--- config.mk ---
export PLATFORM = sky130hd
export DESIGN_NAME = fb_row_loader
export DESIGN_NICKNAME = d
export VERILOG_FILES = /design/src/rtl/fb_row_loader.sv
export SDC_FILE = /design/constraint.sdc
export NUM_CORES = 2
export LEC_CHECK = 0
export ABC_CLOCK_PERIOD_IN_PS = 6580
export CELL_PAD_IN_SITES_DETAIL_PLACEMENT = 1
export CELL_PAD_IN_SITES_GLOBAL_PLACEMENT = 2
export CORE_ASPECT_RATIO = 1.1
export CORE_MARGIN = 4
export CORE_UTILIZATION = 49
export DETAILED_ROUTE_END_ITERATION = 10
export PLACE_DENSITY = 0.81
export REMOVE_ABC_BUFFERS = 1
export SYNTH_ARGS = -nofsm -noshare
export SYNTH_HDL_FRONTEND = slang
export SYNTH_SLANG_ARGS = --single-unit
--- constraint.sdc ---
create_clock -name clk -period 6.58 [get_ports clk]
set_clock_uncertainty 0.1 [all_clocks]
set_input_delay 1.316 -clock clk [delete_from_list [all_inputs] [get_ports clk]]
set_output_delay 1.316 -clock clk [all_outputs]
set_load 0.05 [all_outputs]
--- src/rtl/fb_row_loader.sv ---
// Double-buffered line buffer between the SPI framebuffer-write stream and the
// panel frame buffer: bursts a stored line out over a valid/ready port.
module fb_row_loader #(
    parameter int N_ROWS     = 64,
    parameter int N_COLS     = 64,
    parameter int LOG_N_ROWS = $clog2(N_ROWS),
    parameter int LOG_N_COLS = $clog2(N_COLS)
) (
    input  logic                             clk,
    input  logic                             rst_n,
    input  logic [LOG_N_ROWS-1:0]            fbw_row_addr,
    input  logic                             fbw_row_store,
    output logic                             fbw_row_rdy,
    input  logic                             fbw_row_swap,
    input  logic [23:0]                      fbw_data,
    input  logic [LOG_N_COLS-1:0]            fbw_col_addr,
    input  logic                             fbw_wren,
    input  logic                             frame_swap,
    output logic                             frame_rdy,
    output logic [LOG_N_ROWS+LOG_N_COLS-1:0] fb_addr,
    output logic [23:0]                      fb_data,
    output logic                             fb_valid,
    input  logic                             fb_ready,
    output logic                             fb_frame_swap,
    input  logic                             fb_frame_done,
    output logic                             err_ovr
);
    typedef enum logic [1:0] {IDLE, PRIME, XFER} state_t;

    state_t                  state_q, state_d;
    logic                    wr_sel_q, wr_sel_d;
    logic [LOG_N_ROWS-1:0]   row_q, row_d;
    logic [LOG_N_COLS-1:0]   col_q, col_d;
    logic                    fb_valid_q, fb_valid_d;
    logic                    frame_rdy_q, frame_rdy_d;
    logic                    pend_q, pend_d;
    logic                    fswap_q, fswap_d;
    logic                    err_q, err_d;

    logic [23:0]             lb0 [N_COLS];
    logic [23:0]             lb1 [N_COLS];
    logic [23:0]             rd_q;
    logic                    rd_en, rd_sel;
    logic [LOG_N_COLS-1:0]   rd_addr;

    logic idle, acc, last_col;
    assign idle     = (state_q == IDLE);
    assign acc      = fb_valid_q & fb_ready;
    assign last_col = (col_q == LOG_N_COLS'(N_COLS - 1));

    always_comb begin
        state_d    = state_q;
        wr_sel_d   = wr_sel_q;
        row_d      = row_q;
        col_d      = col_q;
        fb_valid_d = fb_valid_q;
        rd_en      = 1'b0;
        rd_addr    = col_q;
        rd_sel     = ~wr_sel_q;
        err_d      = err_q | (~idle & (fbw_row_store | fbw_row_swap))
                           | (~frame_rdy_q & frame_swap);
        unique case (state_q)
            IDLE: begin
                if (fbw_row_swap) wr_sel_d = ~wr_sel_q;
                if (fbw_row_store) begin
                    row_d   = fbw_row_addr;
                    col_d   = '0;
                    rd_en   = 1'b1;
                    rd_addr = '0;
                    // A swap in the same cycle makes the just-written side the read side.
                    rd_sel  = fbw_row_swap ? wr_sel_q : ~wr_sel_q;
                    state_d = PRIME;
                end
            end
            PRIME: state_d = XFER;
            XFER: begin
                if (!fb_valid_q) begin
                    fb_valid_d = 1'b1;
                end else if (acc) begin
                    if (last_col) begin
                        fb_valid_d = 1'b0;
                        state_d    = IDLE;
                    end else begin
                        col_d   = col_q + 1'b1;
                        rd_en   = 1'b1;
                        rd_addr = col_q + 1'b1;
                    end
                end
            end
            default: state_d = IDLE;
        endcase
    end

    // Frame swap handshake: deferred while a row copy is in flight.
    always_comb begin
        frame_rdy_d = frame_rdy_q;
        pend_d      = pend_q;
        fswap_d     = 1'b0;
        if (frame_swap && frame_rdy_q) begin
            frame_rdy_d = 1'b0;
            if (idle && !fbw_row_store) fswap_d = 1'b1;
            else                        pend_d  = 1'b1;
        end else if (pend_q && idle) begin
            fswap_d = 1'b1;
            pend_d  = 1'b0;
        end else if (fb_frame_done && !frame_rdy_q && !pend_q) begin
            frame_rdy_d = 1'b1;
        end
    end

    always_ff @(posedge clk or negedge rst_n) begin
        if (!rst_n) begin
            state_q     <= IDLE;
            wr_sel_q    <= 1'b0;
            row_q       <= '0;
            col_q       <= '0;
            fb_valid_q  <= 1'b0;
            frame_rdy_q <= 1'b1;
            pend_q      <= 1'b0;
            fswap_q     <= 1'b0;
            err_q       <= 1'b0;
        end else begin
            state_q     <= state_d;
            wr_sel_q    <= wr_sel_d;
            row_q       <= row_d;
            col_q       <= col_d;
            fb_valid_q  <= fb_valid_d;
            frame_rdy_q <= frame_rdy_d;
            pend_q      <= pend_d;
            fswap_q     <= fswap_d;
            err_q       <= err_d;
        end
    end

    // Line buffer storage; read port only advances on accept so fb_data holds under stall.
    always_ff @(posedge clk) begin
        if (fbw_wren) begin
            if (wr_sel_q) lb1[fbw_col_addr] <= fbw_data;
            else          lb0[fbw_col_addr] <= fbw_data;
        end
        if (rd_en) rd_q <= rd_sel ? lb1[rd_addr] : lb0[rd_addr];
    end

    assign fbw_row_rdy   = idle;
    assign frame_rdy     = frame_rdy_q;
    assign fb_addr       = {row_q, col_q};
    assign fb_data       = rd_q;
    assign fb_valid      = fb_valid_q;
    assign fb_frame_swap = fswap_q;
    assign err_ovr       = err_q;
endmodule

==> impl_results.md <==
* CTS tree: built
* IO buf count at 84
* First-pass GRT wire length at about 600000 um
* H-tree lvl count at 5
* Fmax at 0.179 GHz
* Peak VDD IR at ~0.29 mV
* Switching pwr at 17.5 mW
* Commonest non-fill, non-tap cell in the layout: edfxtp_1
* Via density at between 6 and 7
* Drt wl/cell at 34.6 um
* Slew margin rel. at -1.66%
* Final nets at approximately 9100
* Critical path buffers and inverters at 5
* Mapped Area at 0.122 mm^2
* Total of max-cap violations at 1
* R2R depth at 14
* Crit-path max FO at 30
* Tcrit/Tclk final at about 85%
* Worst Path Required at 7.23 ns
* Design area at 0.139 mm^2
* CTS Buf Count at 319
* Switching Share at 33.0%
* Gate power share at about a quarter
* Worst Max-Slew Pin Slew at 1.51 ns
* Crit path kind: in -> reg
* Clock slew at reported path FFs at 0.06 ns
* Yosys reg bits at 3116
* Routability cong. at 0.896
* Failing checks: capacitance limit, slew limit
* Initial antenna violation count at 28
* Origin of the critical flop-to-flop path: col_q[1]
* R2r setup slk at 1.25 ns
* # setup viols final at 0
* Iter 0 DRT Violations at 11261
* Synthesis-to-layout area growth at 13.6%
* Total Die Area at 0.257 mm^2
* Startpoint Class: input pin
* Hold buffer count at cts at 0
* Total I/O pin count at 85
* Crit path max-delay cell type: nor4_1
* Initial Utilization at 49.4%
* Final hold violation count at 0
* Fin. max-slew vios at 2
* Pwr dens at 383 mW/mm^2
* Delay-heaviest family, CP: buffers and inverters
* Synth cell types at 80
* Core area at 0.247 mm^2
* Post CTS Setup Buffer Count at 0
* CTS root buf: clkbuf_16
* Clock share of power at 33.4%
* Fin cells at between 10000 and 15000
* Vias in the first global route at 83449
* Mapped Cells at 8818
* Total leakage power at 46.8 nW
* DP HPWL at 261000 um
* Routed WL at around 440000 um
* Antenna viol nets, final at 0
* Critical path arrival at 6.25 ns
* Num rows at ~190
* Seq/Total Area, Yosys at 76.6%
* Critical Path End Type: flip-flop
* Most frequent cells in the layout: edfxtp_1, nand2_1, a21oi_1
* Placed inst area at 0.129 mm^2
* Hold Path Depth at 2
* Top FF cell, synth: edfxtp_1
* Worst Hold End: row_q[5]
* DRC viols at 0
* Layout cell share with drive strength beyond 1 at a little under an eighth
* Seq pwr share at 42.3%
* Status: complete, but fails checks
* Pint at 35.6 mW
* Clock tree sinks at 3116
* Via count at 81888
* CTS resizes at 0
* Crit-path cells: clkdlybuf4s50_1 > nand4b_1 > a31oi_2 > o21a_4 > buf_12 > buf_4 > buf_4 > a21oi_1 > a221oi_1 > a311oi_1 > nor4_1 > nor4_2 > buf_4 > nand3_1
* Post-synth EDFFs at 3096
* All-Layer GR Usage at 33.2%
* Die extent in y at 531 um
* Largest net degree at the start of global routing at approximately 150
* Deepest clock path buffer count at 4
* Die width at between 400 and 500 um
* RSZ-0062 raised after global routing: false
* Crit path time final at 5.60 ns
* Hold WC Path Type: reg -> reg
* Mean post-synth cell area at 13.8 um^2
* DR pass1 iterations at 6
* Min-delay src: row_q[5]
* CP dominant cell by count: buf_4
* Placed insts at ~12000
* Worst reg2reg endpoint: fb_data[8]
* Synth warnings at 0
* Ys async rst share at less than 1%
* Worst skew pair latency at 0.91 ns
* Slowest stage delay, CP at 1.26 ns
* Total gr overflow at 0
## area by class of cell
cell class                      instances  area (um^2)
Fill cell                           23580       108000
Sequential cell                      3116        93500
Multi-Input combinational cell       5103        26400
Clock buffer                          402         8460
Timing Repair Buffer                  517         4620
Tap cell                             3281         4110
Clock inverter                        154         1480
Inverter                               10         60.1
Antenna cell                           16         40.0
## cell usage after synthesis, drive strengths merged, types with 3 or more instances
library cell	instances	share of area [%]
edfxtp	3096	76
nand2	2322	7.1
a21oi	706	2.9
nand3	643	2.6
buf	446	1.7
a22oi	228	1.4
a32oi	226	1.6
nor2	206	0.64
mux2i	150	1.2
clkbuf	143	0.44
o22ai	103	0.53
a31oi	86	0.46
nor3	52	0.23
o21ai	43	0.18
nand4	37	0.19
a311oi	35	0.25
a221oi	33	0.24
nor4	29	0.15
a211oi	26	0.16
a32o	21	0.17
and3	20	0.10
dfrtp	19	0.39
a22o	15	0.11
o211ai	13	0.080
o31a	13	0.093
a211o	12	0.086
a2111oi	11	0.079
inv	10	0.031
o221ai	7	0.050
or4	7	0.043
nand3b	4	0.025
nand4b	4	0.029
o2111ai	4	0.029
nand2b	3	0.015
nor2b	3	0.015
o32a	3	0.025
or3	3	0.015
## per-stage QoR
step                      util [%]  setup slack (ns)  hold slack (ns)  power (mW)  setup TNS, ns
after floorplan                  -            -85.52            0.411        31.0       -2132.03
after global routing          56.1             0.966            0.384        54.7              0
after CTS                     56.1              1.09            0.378        53.0              0
after detailed placement      52.1             0.123            0.363        35.4              0
after global placement        52.1            -0.124            0.363        35.1         -0.163
final                         56.1             0.982            0.373        53.1              0
## tightest hold or removal path: stages (launching register included)
cell	delay, ns
dfrtp_1	0.34
nand2_1	0.05
nand2_1	0.05
## per-layer routing
metal  wire length, um  vias up  track usage (%)
met1            161000    42451             43.2
met5                41        -                0
met4             28800        6             18.8
li1                  -    33735                -
met2            203000     4633             52.3
met3             43200     1063             6.73
## worst max path at each step
stage                              from           to  slack (ns)  cells past startpoint
final                          fb_ready   fb_data[8]        0.98                     14
after global placement    fbw_row_store  fb_data[13]       -0.12                     14
after global routing           fb_ready  fb_data[17]        0.97                     15
after detailed placement  fbw_row_store   fb_data[8]        0.12                     16
after floorplan                fb_ready  fb_data[22]      -85.52                     10
after CTS                 fbw_row_store   fb_data[8]        1.09                     16
## sequential cells by signal (all words and copies together), names as in the netlist
name	flops
lb1	1536
fb_data	24
pend_q	1
col_q	6
lb0	1536
fb_valid	1
err_ovr	1
row_q	6
frame_rdy	1
wr_sel_q	1
fb_frame_swap	1
state_q	2
## power groups by stage
stage | clock (mW) | sequential [mW] | combinational, mW
after floorplan | 0 | 23.0 | 8.00
after global placement | 0 | 22.8 | 12.3
after detailed placement | 0 | 22.8 | 12.6
after CTS | 17.9 | 22.4 | 12.7
after global routing | 18.7 | 22.4 | 13.5
final | 17.7 | 22.4 | 12.9
## kinds of logic (layout without fill, tap and decap cells)
group                      Yosys count  after routing  synth area share [%]
other                                0             16                     0
xor gates and xnor gates             3              3                0.0215
and+or+nand+nor                   3345           3345                  11.3
muxes                              150            150                  1.23
adders and majority gates            1              1                0.0103
AOI/OAI and AO/OA                 1604           1604                  8.60
DFF                               3116           3116                  76.6
buffers and inverters              599           1083                  2.21
Note: power is estimated with default switching activity, not from simulation.
